File: src/rtl/pending_request_server.sv
// Pending-request front end for an external 4-bit highest-index priority encoder; serves one grant at a time.
// Optional overrun flag compiled in when PRS_OVF_EN is defined; otherwise OVF is tied low.
module pending_request_server #(
  parameter int unsigned SERVICE_CYCLES = 3
) (
  input  logic       CLK,
  input  logic       RST_N,
  input  logic [3:0] REQ,
  output logic [3:0] P,
  input  logic       N1,
  input  logic       N0,
  input  logic       Z,
  output logic       GV,
  output logic [1:0] GI,
  input  logic       GR,
  output logic       BUSY,
  output logic       OVF
);

  typedef enum logic [1:0] {
    IDLE    = 2'd0,
    OFFER   = 2'd1,
    SERVICE = 2'd2
  } state_t;

  localparam logic [3:0] CNT_LOAD = 4'(SERVICE_CYCLES - 1);

  state_t     state, state_nxt;
  logic [3:0] cnt, cnt_nxt;
  logic [1:0] gi_nxt;
  logic       handshake;
  logic [3:0] clr;

  assign handshake = (state == OFFER) && GR;
  assign clr       = handshake ? (4'b0001 << GI) : '0;

  // GV is exactly "in OFFER": it rises on the IDLE->OFFER edge and falls on the handshake edge.
  assign GV   = (state == OFFER);
  assign BUSY = (state == SERVICE);

  always_comb begin
    state_nxt = state;
    cnt_nxt   = cnt;
    gi_nxt    = GI;
    case (state)
      IDLE: begin
        if (!Z) begin
          gi_nxt    = {N1, N0};
          state_nxt = OFFER;
        end
      end
      OFFER: begin
        if (GR) begin
          cnt_nxt   = CNT_LOAD;
          state_nxt = SERVICE;
        end
      end
      SERVICE: begin
        if (cnt == '0) state_nxt = IDLE;
        else           cnt_nxt   = cnt - 4'd1;
      end
      default: state_nxt = IDLE;
    endcase
  end

  always_ff @(posedge CLK or negedge RST_N) begin
    if (!RST_N) begin
      state <= IDLE;
      cnt   <= '0;
      GI    <= '0;
      P     <= '0;
    end else begin
      state <= state_nxt;
      cnt   <= cnt_nxt;
      GI    <= gi_nxt;
      P     <= (P & ~clr) | REQ;
    end
  end

`ifdef PRS_OVF_EN
  always_ff @(posedge CLK or negedge RST_N) begin
    if (!RST_N)                    OVF <= 1'b0;
    else if (|(REQ & P & ~clr))    OVF <= 1'b1;
  end
`else
  assign OVF = 1'b0;
`endif

endmodule

File: config.mk
export PLATFORM = sky130hd
export DESIGN_NAME = pending_request_server
export DESIGN_NICKNAME = d
export VERILOG_FILES = /design/src/rtl/pending_request_server.sv
export SDC_FILE = /design/constraint.sdc
export NUM_CORES = 1
export LEC_CHECK = 0
export ABC_AREA = 1
export ABC_CLOCK_PERIOD_IN_PS = 2440
export BUFFER_PORTS_ARGS = -buffer_cell sky130_fd_sc_hd__buf_2
export CAP_MARGIN = 20
export CORE_MARGIN = 5
export CORE_UTILIZATION = 25
export CTS_BUF_LIST = sky130_fd_sc_hd__clkbuf_4
export DETAILED_ROUTE_END_ITERATION = 16
export SLEW_MARGIN = 10
export SYNTH_ARGS = -nofsm -noshare
export SYNTH_HDL_FRONTEND = slang
export SYNTH_SLANG_ARGS = --single-unit
File: constraint.sdc
create_clock -name CLK -period 2.44 [get_ports CLK]
set_input_delay 0.366 -clock CLK [delete_from_list [all_inputs] [get_ports CLK]]
set_output_delay 0.366 -clock CLK [all_outputs]
set_load 0.01 [all_outputs]
==> impl_metrics.tcl, run 1 <==
set metrics [dict create \
    final-hold-violation-count 0 \
    yosys-top-cells-count "inv_1, nand2_1, dfrtp_1" \
    worstHoldPathCells 3 \
    rsz0062_at_grt "no" \
    p_leak_nw 0.378 \
    root_buffer "clkbuf_4" \
    seq_area_um2 300 \
    drv_slew 0 \
    dp_slack_ns 1.24 \
    first_iter_violations 0 \
    grt_pass1_wl_um 2170 \
    drt_wl_total_um 1260 \
    grt_overflow 0 \
    vias 496 \
    r2r_cells 6 \
    r2r_slack_ns 1.22 \
    cp-end-kind "output port" \
    cts_tree "done" \
    netlist_top_cells_area "dfrtp_1, inv_1, nand2_1" \
    via_per_inst 4.07 \
    min_period_ns 1.43 \
    dp.cells 117 \
    wl_per_cell_um 10.3 \
    criticalPathCategory "reg2out" \
    worst_ep_required_time_ns 2.07 \
    hold_buffers 1 \
    setup_ws_ns 1.01 \
    place_hpwl_um 999 \
    fin_crit_sh_pct 58.6 \
    hold_class "in2reg" \
    hold_path.startpoint "REQ[3]" \
    gp_congestion 0.814 \
    status "complete, no violations" \
    setup-violations-final 0 \
    core_mm2 0.00223 \
    peakVddDrop_mv 0.373 \
    finish.utilization_pct 33.3 \
    r2r_end "cnt[1]$_DFFE_PN0P_" \
    portBuffers 17 \
    design.portCount 19 \
    grt_use_met1_pct 9.91 \
    die_w_um 58.8 \
    synth-edff-count 0 \
    cts_buffer_depth 2 \
    drc_errors 0 \
    tns_ns 0 \
    synth_top_area_share_pct 50.5 \
    cts_max_level 1 \
    skew_ns 0.00883 \
    syn-num-nets 84 \
    cts_setup_buffers 0 \
    initial_core_util_pct 26.6 \
    synth_cell_types 17 \
    syn_to_final_growth_pct 25.1 \
    n_antenna_cell 0 \
    first_pass_iters 1 \
    multi_input_area_um2 219 \
    syn-cell-area_um2 594 \
    nNetsFinal 106 \
    final_cell_area_um2 743 \
    ant_nets 0 \
    met3_usage_pct 3.29 \
    die-area_mm2 0.00345 \
    async_flop_share_pct 100 \
    busiest_layer "met2" \
    critPathArrivalTime_ns 1.06 \
    fin_cells 122 \
    cts_num_sinks 12 \
    worst_setup_path_start_kind "register" \
    post-synth-top-area-cell "dfrtp_1" \
    syn-instance-count 73 \
    cts-buffers-inserted 3 \
    critPathMaxFanout 4 \
    ys_seq_area_share_pct 50.5 \
    drv_cap 0 \
    place_area_um2 707 \
    ys_ff_latch 12 \
    clk_latency_ns 0.27 \
    drive_above_1_share_pct 29.8 \
    r2r_start "cnt[0]$_DFFE_PN0P_" \
    antenna_found_initial 0 \
    grt_pass1_vias 521 \
    p_per_area_mw_per_mm2 1030 \
    die_h_um 58.8 \
    whs_endpoint "P[3]$_DFF_PN0_" \
    cts-resized-gates 0 \
    grt_use_met2_pct 13.2 \
    synth.avg_cell_area_um2 8.14 \
    ys.flop_type "dfrtp_1" \
    floorplan.rows 17 \
    grt_use_total_pct 8.24 \
    max_freq_ghz 0.699 \
    yosysWarnings 0 \
    grt_max_degree 13 \
    fillerInstances 252 \
    clk_pin_slew_ns 0.09 \
]
==> worst max path at each step <==
| stage | slack, ns | endpoint | from |
|---|---|---|---|
| finish | 1.01 | BUSY | state[0]$_DFFE_PN0P_ |
| global route | 0.95 | BUSY | state[0]$_DFFE_PN0P_ |
| CTS | 0.99 | BUSY | state[0]$_DFFE_PN0P_ |
| detailed placement | 1.24 | cnt[1]$_DFFE_PN0P_ | cnt[0]$_DFFE_PN0P_ |
| global placement | 1.28 | cnt[1]$_DFFE_PN0P_ | cnt[0]$_DFFE_PN0P_ |
| floorplan | 1.31 | cnt[1]$_DFFE_PN0P_ | cnt[0]$_DFFE_PN0P_ |
==> metrics by stage <==
stage | hold slack [ns] | power [mW]
after floorplan | 0.0704 | 0.543
after global placement | 0.257 | 0.635
after detailed placement | 0.264 | 0.642
after CTS | 0.264 | 0.776
after global routing | 0.280 | 0.838
final | 0.272 | 0.765
==> power breakdown <==
part	switching [mW]	internal (mW)
Combinational	0.203	0.122
Sequential	0.0484	0.263
Clock	0.0693	0.0591
==> cells in the final DEF, fill, tap and decap left out <==
cell type	Yosys	routed
buf_2	0	17
inv_1	15	15
nand2_1	15	15
dfrtp_1	12	12
o21ai_0	6	6
nor2_1	4	4
a21oi_1	4	4
inv_2	3	3
clkbuf_4	0	3
nand2_2	2	2
nand2_4	2	2
nand3_1	2	2
o21ai_1	2	2
nor2_4	1	1
nand3b_1	1	1
o21a_1	1	1
ha_1	1	1
conb_1	1	1
clkinv_1	0	1
dlygate4sd3_1	0	1
==> registers in the layout, summed over array words and instances (netlist names) <==
| register | flops |
|---|---|
| cnt | 4 |
| state | 2 |
| GI | 2 |
| P | 4 |
==> kinds of logic after synthesis <==
| family | Yosys count | synth area share (%) |
|---|---|---|
| other | 1 | 0.631 |
| adders and majority gates | 1 | 2.10 |
| buffers and inverters | 19 | 12.6 |
| DFF | 12 | 50.5 |
| AOI/OAI and AO/OA | 13 | 11.4 |
| and+or+nand+nor | 27 | 22.7 |
==> per-layer routing <==
layer	vias up	wire (um)
met4	0	0
met2	15	596
met5	-	0
met3	0	94
li1	258	-
met1	223	570
==> worst max-delay path: stages, from the launching register on <==
cell and delay, ns:
dfrtp_1 0.40, inv_1 0.10, nand2_2 0.06, inv_2 0.10, buf_2 0.14
==> final cells by class <==
cell class                 instances  share of cell area (%)
sequential                        12                    40.4
inverter                          18                    9.09
clock buffer                       3                    3.03
multi-input combinational         42                    29.5
clock inverter                     1                   0.505
tap                               28                    4.71
timing repair buffer              18                    12.8
Power figures use the tool's default switching activity.
==> run 2: changes to the inputs <==
Settings changed: ABC_CLOCK_PERIOD_IN_PS 2440 to 1400.
Clock period 2.44 ns to 1.4 ns, I/O delays scaled along.
==> run 2 against run 1 <==
  * Cell count shrank 0.82%
  * Critical path depth is the same
  * Count of clock-buffer cells in the layout is the same
  * Largest cell class unchanged
==> impl_metrics.tcl, run 2 (synthesized netlist as in run 1, its figures left out) <==
set metrics [dict create \
    drc_errors 0 \
    nNetsFinal 106 \
    met3_usage_pct 3.51 \
    hold_buffers 1 \
    critPathMaxFanout 4 \
    peakVddDrop_mv 0.605 \
    first_pass_iters 3 \
    cts_buffer_depth 2 \
    gp_congestion 0.814 \
    rsz0062_at_grt "no" \
    min_period_ns 1.25 \
    crit_chain "inv_1 > nand2_2 > inv_2 > buf_2" \
    root_buffer "clkbuf_4" \
    die_h_um 58.8 \
    cp-end-kind "output port" \
    grt_use_met1_pct 9.09 \
    via_per_inst 4.07 \
    fillerInstances 250 \
    cts_setup_buffers 0 \
    worst_setup_path_start_kind "register" \
    final-hold-violation-count 0 \
    initial_core_util_pct 26.6 \
    finish.utilization_pct 33.1 \
    cts-buffers-inserted 3 \
    grt_max_degree 13 \
    floorplan.rows 17 \
    drive_above_1_share_pct 30.1 \
    drv_slew 0 \
    path_buf_inv 3 \
    portBuffers 17 \
    status "complete, no violations" \
    busiest_layer "met2" \
    wl_per_cell_um 10.2 \
    drv_cap 0 \
    die_w_um 58.8 \
    cts_tree "done" \
    clk_pin_slew_ns 0.07 \
    vias 493 \
    r2r_start "cnt[0]$_DFFE_PN0P_" \
    final_cell_area_um2 739 \
    grt_use_met2_pct 13.6 \
    grt_pass1_wl_um 2100 \
    setup-violations-final 0 \
    top_regs "P: 4 flops, cnt: 4 flops" \
    antenna_found_initial 0 \
    p_per_area_mw_per_mm2 1780 \
    grt_use_total_pct 8.10 \
    hold_class "in2reg" \
    clk_latency_ns 0.27 \
    grt_pass1_vias 521 \
    max_freq_ghz 0.799 \
    cts_max_level 1 \
    ant_nets 0 \
    hold_path.startpoint "REQ[3]" \
    mostFrequentLayoutCell "buf_2" \
    syn_to_final_growth_pct 24.4 \
    place_area_um2 707 \
    core_mm2 0.00223 \
    critical_path.max_stage_delay_ns 0.39 \
    final_cell_mix "buf_2, inv_1, nand2_1, dfrtp_1, o21ai_0" \
    worst_ep_required_time_ns 1.19 \
    cp-startpoint "state[0]$_DFFE_PN0P_" \
    p_leak_nw 0.377 \
    cts_num_sinks 12 \
    grt_overflow 0 \
    drt_wl_total_um 1230 \
    place_hpwl_um 1020 \
    n_antenna_cell 0 \
    design.portCount 19 \
    fin_crit_sh_pct 89.4 \
    tns_ns 0 \
    critical_path.top_delay_family "flip-flops" \
    cts-resized-gates 0 \
    slowest_stage "dfrtp_1" \
    first_iter_violations 2 \
    skew_ns 0.00470 \
    critPathArrivalTime_ns 1.04 \
    die-area_mm2 0.00345 \
    criticalPathCategory "reg2out" \
]
## run 2: where the power goes
group / switching (mW) / total, mW / internal, mW
Combinational: 0.351 / 0.564 / 0.213
Clock: 0.109 / 0.208 / 0.0993
Sequential: 0.0822 / 0.541 / 0.459
Total: 0.542 / 1.31 / 0.771
## run 2: layout make-up
type	count	area, um2	area share (%)
Sequential cell	12	300	40.6
Multi-Input combinational cell	42	219	29.6
Timing Repair Buffer	18	95.1	12.9
Inverter	18	67.6	9.14
Tap cell	28	35.0	4.74
Clock buffer	3	22.5	3.05
## run 2: routing by layer
layer	routed length [um]	part of all wire, %
met5	0	0
met4	0	0
met2	588	48
met3	102	8.3
met1	539	44
## run 2: worst register-to-register path, stage by stage, from the launching register on
cell     delay, ns
dfrtp_1       0.36
inv_1         0.12
ha_1          0.21
nand2_1       0.11
nand2_4       0.09
nand2_4       0.06
o21a_1        0.16
## run 2: worst paths after layout
path | endpoint | slack, ns | cells after the start
setup reg to reg | cnt[1]$_DFFE_PN0P_ | 0.19 | 6
hold reg to reg | P[1]$_DFF_PN0_ | 0.50 | 2
setup / recovery | BUSY | 0.15 | 4
min in group asynchronous | GI[1]$_DFFE_PN0P_ | 0.35 | 2
hold / removal | P[3]$_DFF_PN0_ | 0.12 | 3
max in group asynchronous | state[1]$_DFFE_PN0P_ | 0.83 | 2
## run 2: through the flow
stage	setup WS [ns]	hold WS, ns	cells	total power, mW
finish	0.149	0.121	121	1.31
global route	0.0654	0.124	121	1.44
CTS	0.123	0.113	121	1.34
detailed placement	0.188	0.106	117	1.12
global placement	0.239	0.101	117	1.11
floorplan	0.270	-0.0856	73	0.947
==> run 3: changes to the inputs <==
Settings changed: CORE_ASPECT_RATIO set to 0.8.
==> run 3 against run 2 <==
  * Die area up 0.18%
  * Register-to-register slack worse by 0.03 ns
  * Cell count down 1.7%
  * Critical path type unchanged
  * Largest cell class unchanged
  * Highest routed layer is now met4
==> impl_metrics.tcl, run 3 (synthesized netlist as in run 1, its figures left out) <==
set metrics [dict create \
    vias 497 \
    drv_slew 0 \
    status "complete, no violations" \
    skew_ns 0.00429 \
    gp_congestion 0.751 \
    drive_above_1_share_pct 30.9 \
    design.portCount 19 \
    worst_ep_required_time_ns 1.19 \
    grt_pass1_wl_um 2200 \
    root_buffer "clkbuf_4" \
    cts_tree "done" \
    core_mm2 0.00221 \
    cp-startpoint "state[0]$_DFFE_PN0P_" \
    finish.utilization_pct 33.6 \
    critPathArrivalTime_ns 1.08 \
    antenna_found_initial 0 \
    p_seq_share_pct 40.5 \
    n_antenna_cell 0 \
    p_sw_mw 0.553 \
    tns_ns 0 \
    combPwrFrac_pct 42.9 \
    r2r_start "cnt[0]$_DFFE_PN0P_" \
    setup-violations-final 0 \
    place_hpwl_um 981 \
    cts_setup_buffers 0 \
    critPathMaxFanout 4 \
    cts_num_sinks 12 \
    wl_per_cell_um 9.90 \
    criticalPathCategory "reg2out" \
    grt_max_degree 13 \
    place_area_um2 703 \
    first_iter_violations 14 \
    final_cell_mix "buf_2, inv_1, nand2_1, dfrtp_1, o21ai_0" \
    top_regs "P: 4 flops, cnt: 4 flops" \
    final-hold-violation-count 0 \
    die_h_um 53.6 \
    clk_pin_slew_ns 0.08 \
    syn_to_final_growth_pct 25.1 \
    cp-end-kind "output port" \
    hold_class "in2reg" \
    hold_path.startpoint "REQ[0]" \
    nNetsFinal 106 \
    final_cell_area_um2 743 \
    initial_core_util_pct 26.8 \
    clk_latency_ns 0.27 \
    min_period_ns 1.29 \
    p_leak_nw 0.379 \
    ant_nets 0 \
    first_pass_iters 3 \
    drt_wl_total_um 1180 \
    clkPwrFrac_pct 16.6 \
    drv_cap 0 \
    cts_buffer_depth 2 \
    grt_use_total_pct 8.61 \
    p_int_mw 0.779 \
    floorplan.rows 15 \
    fin_crit_sh_pct 91.9 \
    die_w_um 64.5 \
    swShare_pct 41.5 \
    worst_setup_path_start_kind "register" \
    p_per_area_mw_per_mm2 1790 \
    max_freq_ghz 0.777 \
    via_per_inst 4.18 \
    portBuffers 17 \
    power_mw 1.33 \
    mostFrequentLayoutCell "buf_2" \
    grt_pass1_vias 499 \
    cts-buffers-inserted 3 \
    die-area_mm2 0.00346 \
    holdWs_ns 0.117 \
    drc_errors 0 \
    grt_overflow 0 \
    rsz0062_at_grt "no" \
    peakVddDrop_mv 0.395 \
    cts_max_level 1 \
]
-- run 3: changes by cell type in the layout (fill, tap and decap cells not counted), sizes merged --
cell	before	now
clkinv	0	1
-- run 3: critical path, stage by stage (launching register included) --
cell,delay (ns)
dfrtp_1,0.40
inv_1,0.09
nand2_2,0.07
inv_2,0.11
buf_2,0.14
-- run 3: cell type report --
cell class,instances,area [um2]
well taps,25,31.3
fillers,234,1470
clock inverters,1,3.75
multi-input cells,42,223
inverters,18,67.6
repair buffers,18,95.1
clock buffers,3,22.5
flip-flops and latches,12,300
-- run 3: what timing repair did --
item,CTS,global route
endpoints found under the setup margin,0,1
resized for setup,0,1
hold buffers,1,0
hold endpoints to repair,12,0
-- run 3: path summary, 6_finish.rpt --
check	depth (start not counted)	end	slack, ns
min in group asynchronous	2	state[1]$_DFFE_PN0P_	0.33
max	4	BUSY	0.11
max reg2reg	6	cnt[1]$_DFFE_PN0P_	0.16
min	3	P[0]$_DFF_PN0_	0.12
max in group asynchronous	2	cnt[0]$_DFFE_PN0P_	0.85
min reg2reg	2	P[1]$_DFF_PN0_	0.50
-- run 3: layer usage --
metal	share of wire, %	vias to the layer above	track usage [%]
met5	0	-	0
met4	2.1	0	5.26
met3	5.3	2	3.13
met2	50	10	14.9
met1	43	223	9.21
li1	-	262	-
-- run 3: power groups by stage --
stage               registers [mW]  logic [mW]  clock network, mW
finish                       0.540       0.571              0.221
detailed placement           0.548       0.569                  0
CTS                          0.541       0.573              0.231
global placement             0.546       0.553                  0
global route                 0.560       0.674              0.255
floorplan                    0.552       0.395                  0
-- run 3: per-stage QoR --
stage	cells	setup slack, ns
2_1_floorplan	73	0.270
3_3_place_gp	114	0.231
3_5_place_dp	114	0.183
4_1_cts	119	0.111
5_1_grt	119	0.0194
6_report	119	0.113
